### src/rtl/btn_cond_pkg.sv
// ---------------------------------------------------------------------------
// btn_cond_pkg
// Shared types and helpers for the keypad button conditioner.
//   state_t         : conditioner FSM states (IDLE, GATHER, EMIT, HELD)
//   DEFAULT_NUM_BTN : default keypad width
//   cntWidth()      : bit width needed for a counter that must hold 0..maxVal
// ---------------------------------------------------------------------------
package btn_cond_pkg;

    localparam int DEFAULT_NUM_BTN = 4;

    typedef enum logic [1:0] {
        IDLE,
        GATHER,
        EMIT,
        HELD
    } state_t;

    // Never returns less than 1 so degenerate parameters still give a legal vector.
    function automatic int cntWidth(input int maxVal);
        return (maxVal < 1) ? 1 : $clog2(maxVal + 1);
    endfunction

endpackage

### src/rtl/btn_conditioner_if.sv
// ---------------------------------------------------------------------------
// btn_conditioner_if
// Bundle between the keypad side and the conditioner.
//   btn_raw   : raw asynchronous buttons, 1 = pressed  (keypad -> conditioner)
//   btn       : one-cycle code pulse to the lock FSM   (conditioner -> lock)
//   btn_valid : high only during the code pulse        (conditioner -> lock)
//   stuck     : stuck-key flag                         (conditioner -> lock)
// Modports:
//   master : keypad/environment side, drives btn_raw
//   slave  : conditioner side, drives btn/btn_valid/stuck
// ---------------------------------------------------------------------------
interface btn_conditioner_if #(
    parameter int NUM_BTN = btn_cond_pkg::DEFAULT_NUM_BTN
) ();

    logic [NUM_BTN-1:0] btn_raw;
    logic [NUM_BTN-1:0] btn;
    logic               btn_valid;
    logic               stuck;

    modport master (
        output btn_raw,
        input  btn,
        input  btn_valid,
        input  stuck
    );

    modport slave (
        input  btn_raw,
        output btn,
        output btn_valid,
        output stuck
    );

endinterface

### src/rtl/btn_debounce.sv
// ---------------------------------------------------------------------------
// btn_debounce
// One button: 2-flop synchroniser followed by a debounce counter. The
// debounced level only changes after the synchronised level has differed
// from it for DEBOUNCE_CYCLES consecutive cycles, in either direction.
// Ports:
//   clk    : clock, rising edge
//   reset  : asynchronous active-high reset
//   i_raw  : raw asynchronous button level
//   o_deb  : debounced level
// ---------------------------------------------------------------------------
module btn_debounce
    import btn_cond_pkg::*;
#(
    parameter int DEBOUNCE_CYCLES = 4
) (
    input  logic clk,
    input  logic reset,
    input  logic i_raw,
    output logic o_deb
);

    localparam int            CW       = cntWidth(DEBOUNCE_CYCLES);
    localparam logic [CW-1:0] CNT_LAST = CW'(DEBOUNCE_CYCLES - 1);

    logic          r_s1;
    logic          r_s2;
    logic          r_deb;
    logic [CW-1:0] r_cnt;

    // The counter restarts whenever the synchronised level agrees with the
    // debounced one, so any run shorter than DEBOUNCE_CYCLES is discarded.
    always_ff @(posedge clk or posedge reset) begin
        if (reset) begin
            r_s1  <= 1'b0;
            r_s2  <= 1'b0;
            r_deb <= 1'b0;
            r_cnt <= '0;
        end else begin
            r_s1 <= i_raw;
            r_s2 <= r_s1;
            if (r_s2 == r_deb) begin
                r_cnt <= '0;
            end else if (r_cnt == CNT_LAST) begin
                r_deb <= r_s2;
                r_cnt <= '0;
            end else begin
                r_cnt <= r_cnt + CW'(1);
            end
        end
    end

    assign o_deb = r_deb;

endmodule

### src/rtl/btn_conditioner.sv
// ---------------------------------------------------------------------------
// btn_conditioner
// Front end for the door code-lock FSM. Synchronises and debounces the raw
// keypad, OR-merges presses that debounce within a short gather window, and
// emits exactly one single-cycle code per press. A new code is only possible
// after every button has debounced-released, so a held key never repeats.
// Ports:
//   clk    : clock, rising edge
//   reset  : asynchronous active-high reset, clears all state and outputs
//   bus    : btn_conditioner_if.slave
//              btn_raw (in), btn (out), btn_valid (out), stuck (out)
// Optional feature macro: BTN_COND_STUCK_DETECT_EN
//   defined   : stuck rises after STUCK_CYCLES cycles in HELD and clears on
//               the HELD->IDLE transition
//   undefined : no stuck counter; stuck is constant 0
// ---------------------------------------------------------------------------
module btn_conditioner
    import btn_cond_pkg::*;
#(
    parameter int NUM_BTN         = DEFAULT_NUM_BTN,
    parameter int DEBOUNCE_CYCLES = 4,
    parameter int GATHER_CYCLES   = 2,
    parameter int STUCK_CYCLES    = 64
) (
    input  logic               clk,
    input  logic               reset,
    btn_conditioner_if.slave   bus
);

    localparam int            GW     = cntWidth(GATHER_CYCLES);
    localparam logic [GW-1:0] G_LAST = GW'(GATHER_CYCLES - 1);

    logic [NUM_BTN-1:0] w_deb;

    state_t             r_state;
    logic [NUM_BTN-1:0] r_acc;
    logic [GW-1:0]      r_gcnt;
    logic [NUM_BTN-1:0] r_btn;
    logic               r_btnValid;

    state_t             w_stateNext;
    logic [NUM_BTN-1:0] w_accNext;
    logic [GW-1:0]      w_gcntNext;
    logic [NUM_BTN-1:0] w_btnNext;
    logic               w_btnValidNext;

    for (genvar i = 0; i < NUM_BTN; i++) begin : g_deb
        btn_debounce #(
            .DEBOUNCE_CYCLES(DEBOUNCE_CYCLES)
        ) u_deb (
            .clk   (clk),
            .reset (reset),
            .i_raw (bus.btn_raw[i]),
            .o_deb (w_deb[i])
        );
    end

    always_ff @(posedge clk or posedge reset) begin
        if (reset) begin
            r_state    <= IDLE;
            r_acc      <= '0;
            r_gcnt     <= '0;
            r_btn      <= '0;
            r_btnValid <= 1'b0;
        end else begin
            r_state    <= w_stateNext;
            r_acc      <= w_accNext;
            r_gcnt     <= w_gcntNext;
            r_btn      <= w_btnNext;
            r_btnValid <= w_btnValidNext;
        end
    end

    // btn/btn_valid default to 0 so the code is only driven for the single
    // cycle following the last GATHER cycle. HELD waits for a full release,
    // which is what stops presses arriving late from queueing a second code.
    always_comb begin
        w_stateNext    = r_state;
        w_accNext      = r_acc;
        w_gcntNext     = r_gcnt;
        w_btnNext      = '0;
        w_btnValidNext = 1'b0;
        unique case (r_state)
            IDLE: begin
                if (w_deb != '0) begin
                    w_accNext   = w_deb;
                    w_gcntNext  = '0;
                    w_stateNext = GATHER;
                end
            end
            GATHER: begin
                w_accNext  = r_acc | w_deb;
                w_gcntNext = r_gcnt + GW'(1);
                if (r_gcnt == G_LAST) begin
                    w_btnNext      = r_acc | w_deb;
                    w_btnValidNext = 1'b1;
                    w_stateNext    = EMIT;
                end
            end
            EMIT: begin
                w_stateNext = HELD;
            end
            HELD: begin
                if (w_deb == '0) begin
                    w_stateNext = IDLE;
                end
            end
            default: begin
                w_stateNext = IDLE;
            end
        endcase
    end

    assign bus.btn       = r_btn;
    assign bus.btn_valid = r_btnValid;

`ifdef BTN_COND_STUCK_DETECT_EN
    localparam int            SW         = cntWidth(STUCK_CYCLES);
    localparam logic [SW-1:0] STUCK_LAST = SW'(STUCK_CYCLES - 1);

    logic [SW-1:0] r_stuckCnt;
    logic          r_stuck;

    // The counter is zeroed in EMIT so it starts fresh on entry to HELD and
    // saturates once the limit is reached; stuck rises on the HELD cycle that
    // brings the count to STUCK_CYCLES and drops on the way back to IDLE.
    always_ff @(posedge clk or posedge reset) begin
        if (reset) begin
            r_stuckCnt <= '0;
            r_stuck    <= 1'b0;
        end else if (r_state == EMIT) begin
            r_stuckCnt <= '0;
            r_stuck    <= 1'b0;
        end else if (r_state == HELD) begin
            if (w_stateNext == IDLE) begin
                r_stuckCnt <= '0;
                r_stuck    <= 1'b0;
            end else if (r_stuckCnt == STUCK_LAST) begin
                r_stuck <= 1'b1;
            end else begin
                r_stuckCnt <= r_stuckCnt + SW'(1);
            end
        end else begin
            r_stuckCnt <= '0;
            r_stuck    <= 1'b0;
        end
    end

    assign bus.stuck = r_stuck;
`else
    // Evaluates to 0 for every legal STUCK_CYCLES; referencing the parameter
    // keeps it live in the build without the stuck counter.
    assign bus.stuck = (STUCK_CYCLES < 0);
`endif

endmodule

### src/flat_wrapper.sv
// flat-port wrapper written by rule: the top's interface ports become plain ports
module btn_conditioner_flat import btn_cond_pkg::*;
#(
    parameter int NUM_BTN         = DEFAULT_NUM_BTN,
    parameter int DEBOUNCE_CYCLES = 4,
    parameter int GATHER_CYCLES   = 2,
    parameter int STUCK_CYCLES    = 64
)
  (clk, reset, bus_btn_raw, bus_btn, bus_btn_valid, bus_stuck);
  btn_conditioner_if #(.NUM_BTN(NUM_BTN)) bus_i ();
  input  logic clk;
  input  logic reset;
  input wire logic [$bits(bus_i.btn_raw)-1:0] bus_btn_raw;
  output wire logic [$bits(bus_i.btn)-1:0] bus_btn;
  output wire logic [$bits(bus_i.btn_valid)-1:0] bus_btn_valid;
  output wire logic [$bits(bus_i.stuck)-1:0] bus_stuck;
  assign bus_i.btn_raw = bus_btn_raw;
  assign bus_btn = bus_i.btn;
  assign bus_btn_valid = bus_i.btn_valid;
  assign bus_stuck = bus_i.stuck;
  btn_conditioner #(.NUM_BTN(NUM_BTN), .DEBOUNCE_CYCLES(DEBOUNCE_CYCLES), .GATHER_CYCLES(GATHER_CYCLES), .STUCK_CYCLES(STUCK_CYCLES)) u_core (.clk(clk), .reset(reset), .bus(bus_i));
endmodule
### config.mk
export PLATFORM = sky130hd
export DESIGN_NAME = btn_conditioner_flat
export DESIGN_NICKNAME = d
export VERILOG_FILES = /design/src/rtl/btn_cond_pkg.sv /design/src/rtl/btn_conditioner_if.sv /design/src/rtl/btn_debounce.sv /design/src/rtl/btn_conditioner.sv /design/src/flat_wrapper.sv
export SDC_FILE = /design/constraint.sdc
export NUM_CORES = 1
export LEC_CHECK = 0
export ABC_AREA = 1
export BUFFER_PORTS_ARGS = -buffer_cell sky130_fd_sc_hd__buf_2
export CORE_MARGIN = 10
export CORE_UTILIZATION = 55
export DETAILED_ROUTE_END_ITERATION = 8
export GPL_ROUTABILITY_DRIVEN = 1
export MAX_ROUTING_LAYER = met4
export PLACE_DENSITY_LB_ADDON = 0.12
export SYNTH_ARGS = -nofsm -noshare
export SYNTH_HDL_FRONTEND = slang
export SYNTH_SLANG_ARGS = --single-unit
### constraint.sdc
create_clock -name clk -period 3.5 [get_ports clk]
set_input_delay 0.175 -clock clk [delete_from_list [all_inputs] [get_ports clk]]
set_output_delay 0.175 -clock clk [all_outputs]
set_load 0.02 [all_outputs]
==> flow_summary.yaml <==
synth:
  yosys.area_share.simple_pct: 18.1
  synth_top_family_by_area: "simple AND/OR/NAND/NOR gates"
  ys_seq_elements: 37
  yosysSeqAreaShare_pct: 62.7
  syn_nets: 150
  synth_compound_area_share_pct: 2.97
  synth_ff_type: "dfrtp_1"
  synthMuxAreaShare_pct: 0.763
  netlist_instances: 134
  synth_area_per_cell_sq_um: 11.0
  synth_edf_count: 0
  synth_fa_ha_area_share_pct: 8.47
  synth_warnings: 0
  netlist_area_sq_mm: 0.00148
  yosys.area_share.xor_xnor_pct: 2.37
  synth-async-reset-ratio_pct: 100
  synth_cell_types: 22
power:
  vdd_drop_max_v: 0.000560
  p_per_area_mw_per_mm2: 777
  leakagePower_uw: 0.000865
worst_setup_path:
  reg2reg_depth: 6
  cp_max_fo: 6
  slowest_delay_ns: 0.43
  cp_top_family: "flip-flops"
  critical_path_buf_inv_count: 2
  endpoint_kind: "flop"
  r2r_start: "u_core.r_state[1]"
  worst_path_max_delay_cell: "dfrtp_1"
  arrival_ns: 1.62
  cp-start-kind: "flop"
  r2r-end: "u_core.r_state[1]"
  reg2reg_slack_ns: 2.12
  crit_required_ns: 3.74
  critPathKind: "reg -> reg"
  path_cells: "inv_1, ha_1, inv_2, or2_4, nand4_1, nand2_1"
placement:
  place_area_sq_mm: 0.00156
  gp_congestion: 0.747
  place_ws_ns: 2.13
  hpwl_microns: 1520
  port_buffers: 10
sta:
  fin_crit_sh_pct: 39.6
  final.min_clock_period_ns: 1.38
  rsz0062_at_grt: "no"
  worst_slack_ns: 2.12
  hold_viol: 0
  slew_violations: 0
  clock.fmax_ghz: 0.722
  holdWs_ns: 0.361
  clock_skew_ns: 0.00942
  setup-tns-final_ns: 0
  finalSetupViolations: 0
global_route:
  grt_pass1_wl_microns: 3750
  grt_max_degree: 38
  grt_overflow: 0
  grt_usage_pct: 9.23
  grt_pass1_vias: 884
  use_met1_pct: 9.50
  use_met2_pct: 14.8
  grt_use_met3_pct: 3.58
  grt_busiest_layer: "met2"
  grt_antenna_before_repair: 0
cells_and_area:
  finalNetCount: 172
  drive_above_1_share_pct: 16.0
  area_delta_synth_final_pct: 13.1
  fin_area_sq_mm: 0.00167
  multiInputGateArea_sq_um: 487
  nFillCells: 194
  n_antenna_cell: 0
  final-seq-area_sq_um: 926
clocking:
  cts_tree: "yes"
  cts_resized: 0
  cts_made_buffers: 5
  clkTransAtPathRegs_ns: 0.10
  htree_levels: 2
  cts_max_path_buffers: 2
  cts_setup_buffers: 0
  worstSkewPairLatency_ns: 0.33
  clock-root-buffer: "clkbuf_4"
  numClockSinks: 37
routing:
  avgViaCountPerCell: 4.94
  vias: 918
  routed_wl_microns: 2120
  drc: 0
  firstDrtPassIters: 4
  drt_iter0_markers: 48
  wire_per_inst_microns: 11.4
  antenna_left: 0
floorplanning:
  core.rowCount: 18
  die_h_microns: 71.8
  ios: 12
  die-area_sq_mm: 0.00516
  core_area_sq_mm: 0.00252
  initial_core_util_pct: 58.5
  die_w_microns: 71.8
min_path:
  whs_path_depth: 0
  holdPathEnd: "u_core.g_deb[1].u_deb.r_s2"
  hold_path.class: "reg -> reg"
  holdCritStartpoint: "u_core.g_deb[1].u_deb.r_s1"
job:
  cap_viol_max_count: 0
outcome:
  status: "completed"
## area by class of cell
cell class | count | area share, %
clock buffer | 7 | 3.30
inverter | 15 | 3.37
multi-input combinational | 81 | 29.2
sequential | 37 | 55.5
tap | 30 | 2.25
timing repair buffer | 16 | 6.45
## repair_timing
| action | CTS | global route |
|---|---|---|
| hold endpoints to repair | 41 | 0 |
| setup endpoints to repair | 0 | 0 |
| hold buffers | 5 | 0 |
## state kept, by name, summed over array words and instances, names as in the netlist
| register | count |
|---|---|
| u_core.r_state | 2 |
| u_core.bus.btn_valid | 1 |
| u_core.g_deb.u_deb.r_s1 | 4 |
| u_core.r_gcnt | 2 |
| u_core.g_deb.u_deb.r_s2 | 4 |
| u_core.g_deb.u_deb.o_deb | 4 |
| u_core.r_acc | 4 |
| u_core.bus.btn | 4 |
| u_core.g_deb.u_deb.r_cnt | 12 |
## worst max-delay path by stage
stage / startpoint / end / slack, ns / cells after the start
after floorplan: u_core.r_state[1] / u_core.r_state[0] / 2.24 / 6
after global placement: u_core.r_state[1] / u_core.r_state[1] / 2.20 / 6
after detailed placement: u_core.r_state[1] / u_core.r_state[1] / 2.13 / 6
after CTS: u_core.r_state[0] / u_core.r_acc[3] / 2.11 / 5
after global routing: u_core.r_state[1] / u_core.r_state[1] / 1.99 / 6
final: u_core.r_state[1] / u_core.r_state[1] / 2.12 / 6
## synthesized netlist by cell type (2+ instances only)
master / n / area share (%)
dfrtp_1: 37 / 63
nand4_1: 2 / 0.85
a21oi_1: 2 / 0.68
xnor2_1: 4 / 2.4
nand3_2: 2 / 1.4
nand3b_1: 2 / 1.0
o21ai_0: 5 / 1.7
nor2_1: 15 / 3.8
ha_1: 10 / 8.5
inv_1: 14 / 3.6
nor3b_1: 3 / 1.5
nor3_1: 5 / 1.7
nand2_1: 24 / 6.1
## layout by cell type (no fill, tap or decap), drive strengths merged, types with 2 or more instances in the layout
cell / n
buf: 11
o21ai: 6
nand3: 3
dlygate4sd3: 5
nor3b: 3
nor2: 16
or2: 2
a21oi: 2
nand3b: 2
inv: 15
ha: 10
xnor2: 4
dfrtp: 37
nand2: 24
clkbuf: 7
nor3: 5
nand4: 2
## power breakdown
group	internal (uW)	total, uW	switching (uW)
clock	94.8	219	125
combinational	189	442	253
sequential	551	635	84.2
## metal layers
| metal | wire, microns | vias up |
|---|---|---|
| met1 | 1000 | 433 |
| met2 | 973 | 15 |
| met4 | 33 | 0 |
| met5 | 0 | - |
| li1 | - | 465 |
| met3 | 113 | 5 |
## kinds of logic after synthesis
kind of cell             after synthesis
AO/OA/AOI/OAI                          8
XOR/XNOR                               4
adder cells (fa/ha/maj)               10
buffers and inverters                 16
flip-flops                            37
multiplexers                           1
other                                  1
AND/OR/NAND/NOR                       57
## per-stage QoR
step,total power [uW],cells,util [%]
floorplan,981,134,-
global placement,1060,174,62.0
detailed placement,1090,174,62.0
CTS,1310,186,66.2
global route,1410,186,66.2
finish,1300,186,66.2
(Power assumes the default switching activity.)
